**config.mk**
```make
export PLATFORM = sky130hd
export DESIGN_NAME = regfile_sb
export DESIGN_NICKNAME = d
export VERILOG_FILES = /design/src/rtl/regfile_pkg.sv /design/src/rtl/regfile_scoreboard.sv /design/src/rtl/regfile_sb.sv
export SDC_FILE = /design/constraint.sdc
export NUM_CORES = 2
export LEC_CHECK = 0
export ABC_CLOCK_PERIOD_IN_PS = 2000
export BUFFER_PORTS_ARGS = -buffer_cell sky130_fd_sc_hd__buf_2
export CAP_MARGIN = 10
export CORE_ASPECT_RATIO = 1.5
export CORE_MARGIN = 10
export CORE_UTILIZATION = 55
export DETAILED_ROUTE_END_ITERATION = 6
export GPL_TIMING_DRIVEN = 0
export PLACE_DENSITY = 0.72
export RECOVER_POWER = 25
export SKIP_CTS_REPAIR_TIMING = 1
export SLEW_MARGIN = 20
export SYNTH_ARGS = -nofsm -noshare
export SYNTH_HDL_FRONTEND = slang
export SYNTH_SLANG_ARGS = --single-unit
export TNS_END_PERCENT = 50
```
**constraint.sdc**
```tcl
create_clock -name clk -period 2 [get_ports clk]
set_input_delay 0.1 -clock clk [delete_from_list [all_inputs] [get_ports clk]]
set_output_delay 0.1 -clock clk [all_outputs]
set_load 0.02 [all_outputs]
```
**src/rtl/regfile_pkg.sv**
```systemverilog
// Shared defaults and helpers for the register file and its scoreboard.
//   RF_WIDTH_DEF  default data width
//   RF_NREG_DEF   default register count
//   RF_NRD_MAX    largest supported number of read ports
//   clog2()       address-width derivation usable in parameter expressions
package regfile_pkg;

  localparam int unsigned RF_WIDTH_DEF = 32;
  localparam int unsigned RF_NREG_DEF  = 32;
  localparam int unsigned RF_NRD_MAX   = 4;

  // Smallest res with 2**res >= n; clog2(1) == 0.
  function automatic int unsigned clog2(input int unsigned n);
    int unsigned res;
    res = 0;
    while ((64'd1 << res) < 64'(n)) begin
      res++;
    end
    return res;
  endfunction

endpackage

```
**src/rtl/regfile_scoreboard.sv**
```systemverilog
// Busy scoreboard for the register file.
// Reservations are made at issue and cleared by the matching writeback; a reservation
// to a register that is still busy sets a sticky error. Per read port a RAW hazard is
// flagged when the addressed register is busy and the value is not being forwarded.
//   clk, reset          clock, asynchronous active-low reset
//   we, wa              writeback enable / address
//   rsv_en, rsv_addr    reserve request at issue
//   err_clr             synchronous clear of rsv_err
//   ra                  packed read addresses, port i at [i*AW +: AW]
//   busy                scoreboard vector (bit 0 always 0)
//   rsv_err             sticky reserve-while-busy flag
//   hz                  per-port hazard
module regfile_scoreboard
  import regfile_pkg::*;
#(
  parameter int unsigned NREG   = RF_NREG_DEF,
  parameter int unsigned NRD    = 2,
  parameter int unsigned BYPASS = 1,
  parameter int unsigned AW     = clog2(NREG)
) (
  input  logic              clk,
  input  logic              reset,
  input  logic              we,
  input  logic [AW-1:0]     wa,
  input  logic              rsv_en,
  input  logic [AW-1:0]     rsv_addr,
  input  logic              err_clr,
  input  logic [NRD*AW-1:0] ra,
  output logic [NREG-1:0]   busy,
  output logic              rsv_err,
  output logic [NRD-1:0]    hz
);

  logic [NREG-1:0] busy_q, busy_d;
  logic            rsv_err_q, rsv_err_d;
  logic            rsv_set;

  always_comb begin
    busy_d    = busy_q;
    busy_d[0] = 1'b0;
    for (int unsigned r = 1; r < NREG; r++) begin
      // Reserve beats a same-cycle writeback: the new producer is still in flight.
      if (rsv_en && (rsv_addr == AW'(r))) begin
        busy_d[r] = 1'b1;
      end else if (we && (wa == AW'(r))) begin
        busy_d[r] = 1'b0;
      end
    end
  end

  // A writeback retiring the old producer in the same cycle makes the re-reserve legal.
  always_comb begin
    rsv_set   = rsv_en && (rsv_addr != '0) && busy_q[rsv_addr] && !(we && (wa == rsv_addr));
    rsv_err_d = rsv_set | (rsv_err_q & ~err_clr);
  end

  always_ff @(posedge clk or negedge reset) begin
    if (!reset) begin
      busy_q    <= '0;
      rsv_err_q <= 1'b0;
    end else begin
      busy_q    <= busy_d;
      rsv_err_q <= rsv_err_d;
    end
  end

  assign busy    = busy_q;
  assign rsv_err = rsv_err_q;

  // Hazards look at the registered busy vector only, so a same-cycle reserve never flags.
  for (genvar i = 0; i < NRD; i++) begin : g_hz
    logic [AW-1:0] ra_i;
    logic          fwd;
    assign ra_i  = ra[i*AW +: AW];
    assign fwd   = (BYPASS != 0) && we && (wa == ra_i);
    assign hz[i] = (ra_i != '0) && busy_q[ra_i] && !fwd;
  end

endmodule

```
**src/rtl/regfile_sb.sv**
```systemverilog
// Multi-read-port register file with write-to-read bypass and busy scoreboard.
// Register 0 is hard-wired to zero, never written and never reserved.
//   clk, reset          clock, asynchronous active-low reset
//   we, wa, wd          writeback port (one-cycle latency to storage)
//   ra / rd             packed read addresses / data, port i at [i*AW] / [i*WIDTH]
//   hz                  per-port RAW hazard
//   rsv_en, rsv_addr    reserve destination at issue
//   busy                scoreboard vector
//   rsv_err, err_clr    sticky reserve-while-busy flag and its clear
module regfile_sb
  import regfile_pkg::*;
#(
  parameter int unsigned WIDTH  = RF_WIDTH_DEF,
  parameter int unsigned NREG   = RF_NREG_DEF,
  parameter int unsigned NRD    = 2,
  parameter int unsigned BYPASS = 1,
  localparam int unsigned AW    = clog2(NREG)
) (
  input  logic                 clk,
  input  logic                 reset,
  input  logic                 we,
  input  logic [AW-1:0]        wa,
  input  logic [WIDTH-1:0]     wd,
  input  logic [NRD*AW-1:0]    ra,
  output logic [NRD*WIDTH-1:0] rd,
  output logic [NRD-1:0]       hz,
  input  logic                 rsv_en,
  input  logic [AW-1:0]        rsv_addr,
  output logic [NREG-1:0]      busy,
  output logic                 rsv_err,
  input  logic                 err_clr
);

  logic [WIDTH-1:0] rf_q [NREG];

  always_ff @(posedge clk or negedge reset) begin
    if (!reset) begin
      for (int unsigned r = 0; r < NREG; r++) begin
        rf_q[r] <= '0;
      end
    end else if (we && (wa != '0)) begin
      rf_q[wa] <= wd;
    end
  end

  // Forwarding is suppressed while reset is held so reads show the cleared file.
  for (genvar i = 0; i < NRD; i++) begin : g_rd
    logic [AW-1:0] ra_i;
    logic          fwd;
    assign ra_i = ra[i*AW +: AW];
    assign fwd  = (BYPASS != 0) && reset && we && (wa == ra_i);
    assign rd[i*WIDTH +: WIDTH] = (ra_i == '0) ? '0 : (fwd ? wd : rf_q[ra_i]);
  end

  regfile_scoreboard #(
    .NREG   (NREG),
    .NRD    (NRD),
    .BYPASS (BYPASS),
    .AW     (AW)
  ) u_scoreboard (
    .clk      (clk),
    .reset    (reset),
    .we       (we),
    .wa       (wa),
    .rsv_en   (rsv_en),
    .rsv_addr (rsv_addr),
    .err_clr  (err_clr),
    .ra       (ra),
    .busy     (busy),
    .rsv_err  (rsv_err),
    .hz       (hz)
  );

endmodule
```
==> After elaboration in Yosys (flattened, before gate mapping) <==
Index checks and enable logic that the tools add are counted.
{ "totals": {"regBits": 1056, "latch_bits": 0, "ram_bits": 0, "mem_bits_ro": 0, "inputBits": 57, "word_cells": 340, "n_memories": 0} }
{ "op_classes": {"addsub": 0, "n_mul": 0, "div_mod_pow": 0, "magnitude_cmp": 7, "n_eq_ne": 65, "shifts": 0, "muxes": 81, "n_bitwise": 6, "reduce_logical": 117} }
{ "op_table": {"columns": ["cell", "n"], "rows": [
  ["$bwmux W1024", 1],
  ["$bmux W32 S5", 2],
  ["$mux W32", 9],
  ["$demux W32 S5", 1],
  ["$eq A5 B5 Y1 const B", 32],
  ["$eq A5 B4 Y1 const B", 16],
  ["$logic_and A1 B1 Y1", 77],
  ["$mux W1", 65],
  ["$reduce_bool A2 Y1", 31],
  ["$eq A5 B3 Y1 const B", 8],
  ["$eq A5 B2 Y1 const B", 4],
  ["$reduce_bool A5 Y1", 4],
  ["$ge A6 B6 Y1 const B", 3],
  ["$lt A5 B6 Y1 const B", 3],
  ["$not A5 Y6", 3],
  ["$bmux W1 S5", 3],
  ["$eq A5 B5 Y1", 3],
  ["$eq A5 B1 Y1 const B", 2],
  ["$logic_not A5 Y1", 2],
  ["$lt A6 B1 Y1 const B", 1],
  ["$logic_not A1 Y1", 3],
  ["$and A1 B1 Y1", 1],
  ["$not A1 Y1", 1],
  ["$or A1 B1 Y1", 1]
]} }

==> Longest topological paths before layout <==
{ "depth": {"ltp_word": 6, "depth_mapped": 9, "mapped_depth_nobuf": 5} }

==> Modules after synthesis <==
From an unflattened synthesis, not the netlist that was laid out.
{ "unflattened": {"hier_cells": 4101, "area_unflattened_um2": 57527.7} }
{ "modules_own_cells": {"columns": ["mod", "n_inst", "cells_per_inst", "area_per_inst_um2", "seq_area_each_um2"], "rows": [
  ["regfile_sb", 1, 3871, 55151.6, 25624.6],
  ["regfile_scoreboard", 1, 230, 2376.0, 800.8]
]} }

==> Least setup slack after synthesis <==
Ideal clock, no wire load.
{ "synth_path": {"path_type": "in2out", "startpoint": "input ra[6]", "endpoint": "output rd[46]", "t_arrival_ns": 1.809, "t_required_ns": 1.900, "setup_slack_ns": 0.091, "path_stages": 8, "n_path_buf": 4, "cell_sequence": "buf_2 buf_2 buf_2 clkbuf_1 mux4_2 mux2i_1 nand2_1 a32o_1"} }
{ "synth_between": {"elab_chain_cells": 6, "elab_cells_between_ends": 9, "cone_classes": "1 x eq/ne; 5 x mux; 1 x bitwise; 2 x reduce/logical"} }
{ "synth_lines": {"columns": ["element", "line", "source"], "rows": [
  ["from (decl)", "regfile_sb.sv:24", "input logic [NRD*AW-1:0] ra,"],
  ["$not A5 Y6 (not written as such)", "regfile_sb.sv:52", "assign rd[i*WIDTH +: WIDTH] = (ra_i == '0) ? '0 : (fwd ? wd : rf_q[ra_i]);"],
  ["$bmux W32 S5", "regfile_sb.sv:52", null],
  ["$mux W32 (not written as such) (2 in a row)", "regfile_sb.sv:52", null],
  ["$mux W32", "regfile_sb.sv:52", null],
  ["$mux W32 *", "regfile_sb.sv:52", null],
  ["to (decl)", "regfile_sb.sv:25", "output logic [NRD*WIDTH-1:0] rd,"]
]} }
Mark *: on every way between the ends. The rest lies on a longest branch, timed or not. The select of a mux whose other input is x is not followed.

==> Worst setup path after layout <==
{ "layout_path": {"startpoint": "register rf_q[529] in the netlist's numbering", "endpoint": "output rd[17]"} }
{ "layout_between": {"elab_chain_cells": 5} }
{ "layout_lines": {"columns": ["element", "line", "source"], "rows": [
  ["from (decl)", "regfile_sb.sv:34", "logic [WIDTH-1:0] rf_q [NREG];"],
  ["from (signal, indexed assignment)", "regfile_sb.sv:42", "rf_q[wa] <= wd;"],
  ["$bmux W32 S5", "regfile_sb.sv:52", null],
  ["$mux W32 (not written as such) (2 in a row)", "regfile_sb.sv:52", null],
  ["$mux W32 (2 in a row)", "regfile_sb.sv:52", null]
]} }
No other way between the ends. The select of a mux whose other input is x is not followed.

==> out/results.txt <==
outcome = complete, but fails checks
failing checks = DRC, hold timing, capacitance limit, slew limit, setup timing
Mean Syn Cell Area = 14.3 sq um
RSZ-0062 raised after global routing = true
DR pass1 iterations = 7
largest fanout on the critical path = 3
fin crit period = 2.90 ns
sequential power share = 43.1%
Final Power = 66.6 mW
FP Rows = 144
library cells used by synthesis = 62
Slew HR = -24.6%
final setup fails = 612
Sw Share = 30.2%
Synth Flop Type = dfrtp_1
Routed WL = 261000 microns
H-tree depth = 3
fillcell total = 7442
Cell Pwr Density = 995 nW/um^2
Core ar. = 103000 sq um
worst reg2reg setup slack = 0.20 ns
routability congestion estimate = 1.03
YS warnings = 0
grt ovf = 0
Slew @ Worst Pin = 1.87 ns
Mapped Cells = 3961
net switching power = 20.1 mW
routed via count = 44900
max-cap violations = 3
sequential-to-total area share from yosys stat = 46.5%
reg2reg start = u_scoreboard.busy[19]$_DFFE_PN0P_
Top Ports = 156
Port Buffers = 141
Max Freq = 0.344 GHz
Slew Limit Fails = 317
Die Area = 117000 sq um
Synth area leaders = dfrtp_1 (46%), mux2_2 (19%), mux4_2 (18%), mux2i_1 (3.8%), clkbuf_1 (1.5%)
global-route wire length before repair = 350000 microns
TritonCTS Sinks = 1056
Yosys top cell by area = dfrtp_1
Post-synth EDFFs = 0
data arrival time of the critical path = 2.80 ns
pin count of the biggest net entering global routing = 135
CTS tree = done
mean routed wirelength per cell = 45.2 microns
share of synthesized flip-flops with an asynchronous set or reset = 100%
Clock Power Share = 32.5%
setup ws final = -0.905 ns
vias in the first global route = 43600
combinational share of power = 24.4%
VDD IR-drop max = 988 uV
worst reg2reg path depth = 5
Die Span Y = 414 microns
Detail Placement HPWL = 168000 microns
share of cells above drive strength 1 = 53.3%
Yosys top cell area share = 46.5%
Residual DRC = 1
critical path required time = 1.90 ns
syn nets = 4018
Cell Area, Synth = 56800 sq um
initial antenna violation count = 19
fin nets = 4412
HP Class = in2async
FF+latch count, synth = 1056
Num CTS Buffers = 105
fin crit share = 145%
setup TNS = -167.40 ns
overall routing resource usage = 44.4%
Initial Util = 55.3%
later-pin clock latency in the skew report = 0.76 ns
Reg clk slew, reported paths = 0.07 ns
Layout Skew = 0.00407 ns
R2R Path End = u_scoreboard.rsv_err$_DFF_PN0_
crit path kind = reg2out
kind of end point of the critical path = primary output
Root Buffer = clkbuf_16
Final Hold Fails = 106
Via density = 7.76
Initial DRC Count = 6818
area delta synth->final = 17.7%
nature of the critical path startpoint = register
WHS = -0.643 ns
Final ANT Viol Nets = 0
Pint = 46.5 mW
Max Buffers Root-to-Sink = 3
Die X-Extent = 282 microns
Static Leak = 29.3 nW
[sequential cells by signal (all words and copies together), names as in the netlist]
register,cells
u_scoreboard.rsv_err,1
rf_q,1024
u_scoreboard.busy,31
[layer usage]
layer  share of wire [%]  global-route usage [%]
met3                  15                    21.4
met5                0.11                    1.34
met4                  12                    39.9
met2                  42                    62.4
met1                  31                    49.2
[layout make-up]
| cell class | instances | area [sq um] | share of cell area [%] |
|---|---|---|---|
| Antenna cell | 23 | 57.6 | 0.0860 |
| Buffer | 447 | 2920 | 4.36 |
| Clock buffer | 151 | 3140 | 4.70 |
| Clock inverter | 42 | 543 | 0.811 |
| Inverter | 16 | 63.8 | 0.0954 |
| Multi-Input combinational cell | 2441 | 29300 | 43.8 |
| Sequential cell | 1056 | 26400 | 39.5 |
| Tap cell | 1314 | 1640 | 2.46 |
| Timing Repair Buffer | 288 | 2780 | 4.15 |
[through the flow]
step           utilization, %  instances  area [sq um]  worst slack [ns]
2_1_floorplan               -       3961         56800            0.0914
3_3_place_gp             57.6       5416         59200            -26.74
3_5_place_dp             58.4       5444         60000             -1.50
4_1_cts                  62.0       5637         63700             -1.52
5_1_grt                  65.1       5759         66900            -0.850
6_report                 65.2       5778         66900            -0.905
[kinds of logic after synthesis]
group,after synthesis,synth area share (%)
compound gates,468,5.74
buf+inv,464,3.94
flops,1056,46.5
mux,1624,40.7
xor+xnor,15,0.231
other cells,1,0.00660
simple gates,333,2.89
[critical path: stages (launching register included)]
cell and delay, ns:
dfrtp_1 0.41, mux4_2 0.50, mux4_2 0.48, nand3_2 0.10
o211ai_1 0.27, buf_4 0.27
[worst max-delay path by stage]
| stage | from | endpoint | slack (ns) | depth (start not counted) |
|---|---|---|---|---|
| finish | rf_q[529]$_DFFE_PN0P_ | rd[17] | -0.90 | 5 |
| global route | rf_q[653]$_DFFE_PN0P_ | rd[13] | -0.85 | 5 |
| CTS | ra[1] | rd[5] | -1.52 | 9 |
| detailed placement | ra[1] | rd[18] | -1.50 | 9 |
| global placement | reset | rd[13] | -26.74 | 6 |
| floorplan | ra[6] | rd[46] | 0.09 | 8 |
[Yosys cell counts (5+ instances only)]
master / instances
a221oi_1: 16
a31oi_1: 19
a221o_1: 9
nand4_1: 5
xor2_1: 6
o21ai_0: 92
dfrtp_1: 1056
mux2i_1: 218
xnor2_1: 9
o2111ai_1: 11
a32o_1: 33
nor2_1: 49
and3_1: 14
a21oi_1: 30
nor2b_1: 42
a22o_1: 9
a22oi_1: 100
nand3_1: 15
nand2_1: 128
o22a_1: 7
buf_6: 26
a211oi_1: 33
clkbuf_1: 229
and2_1: 5
buf_4: 26
nor3_1: 38
buf_2: 156
o22ai_1: 83
mux4_2: 454
o211ai_1: 10
inv_1: 14
mux2_2: 952
nand2b_1: 10
buf_1: 10
[power groups by stage]
| stage | Sequential (mW) | Clock, mW | Combinational [mW] |
|---|---|---|---|
| after floorplan | 27.9 | 0 | 9.98 |
| after global placement | 28.6 | 0 | 13.8 |
| after detailed placement | 28.8 | 0 | 14.2 |
| after CTS | 28.5 | 21.4 | 14.3 |
| after global routing | 29.0 | 22.3 | 16.8 |
| final | 28.7 | 21.7 | 16.3 |
[placed cells by master, fill, tap and decap left out, types with 13 or more instances in the layout]
master	synthesis	routed
o22ai_1	83	78
clkbuf_8	0	30
o21ai_0	92	86
nor3_2	2	28
dlygate4sd3_1	0	38
nor2b_1	42	20
nand2_1	128	120
a21oi_2	0	13
diode_2	0	23
clkbuf_2	0	36
clkbuf_4	0	43
mux4_2	454	454
a32o_2	0	28
buf_2	156	178
buf_4	26	117
a211oi_2	0	29
a21oi_1	30	15
a22oi_2	0	30
mux2_2	952	951
buf_12	0	24
buf_6	26	91
buf_16	0	19
nor2_1	49	31
clkinv_2	0	22
clkbuf_1	229	173
mux2i_1	218	215
dfrtp_1	1056	1047
inv_1	14	14
a22oi_1	100	70
and3_1	14	14
clkbuf_16	0	107
nor2b_4	0	22
buf_8	1	26
Power figures use the tool's default switching activity.
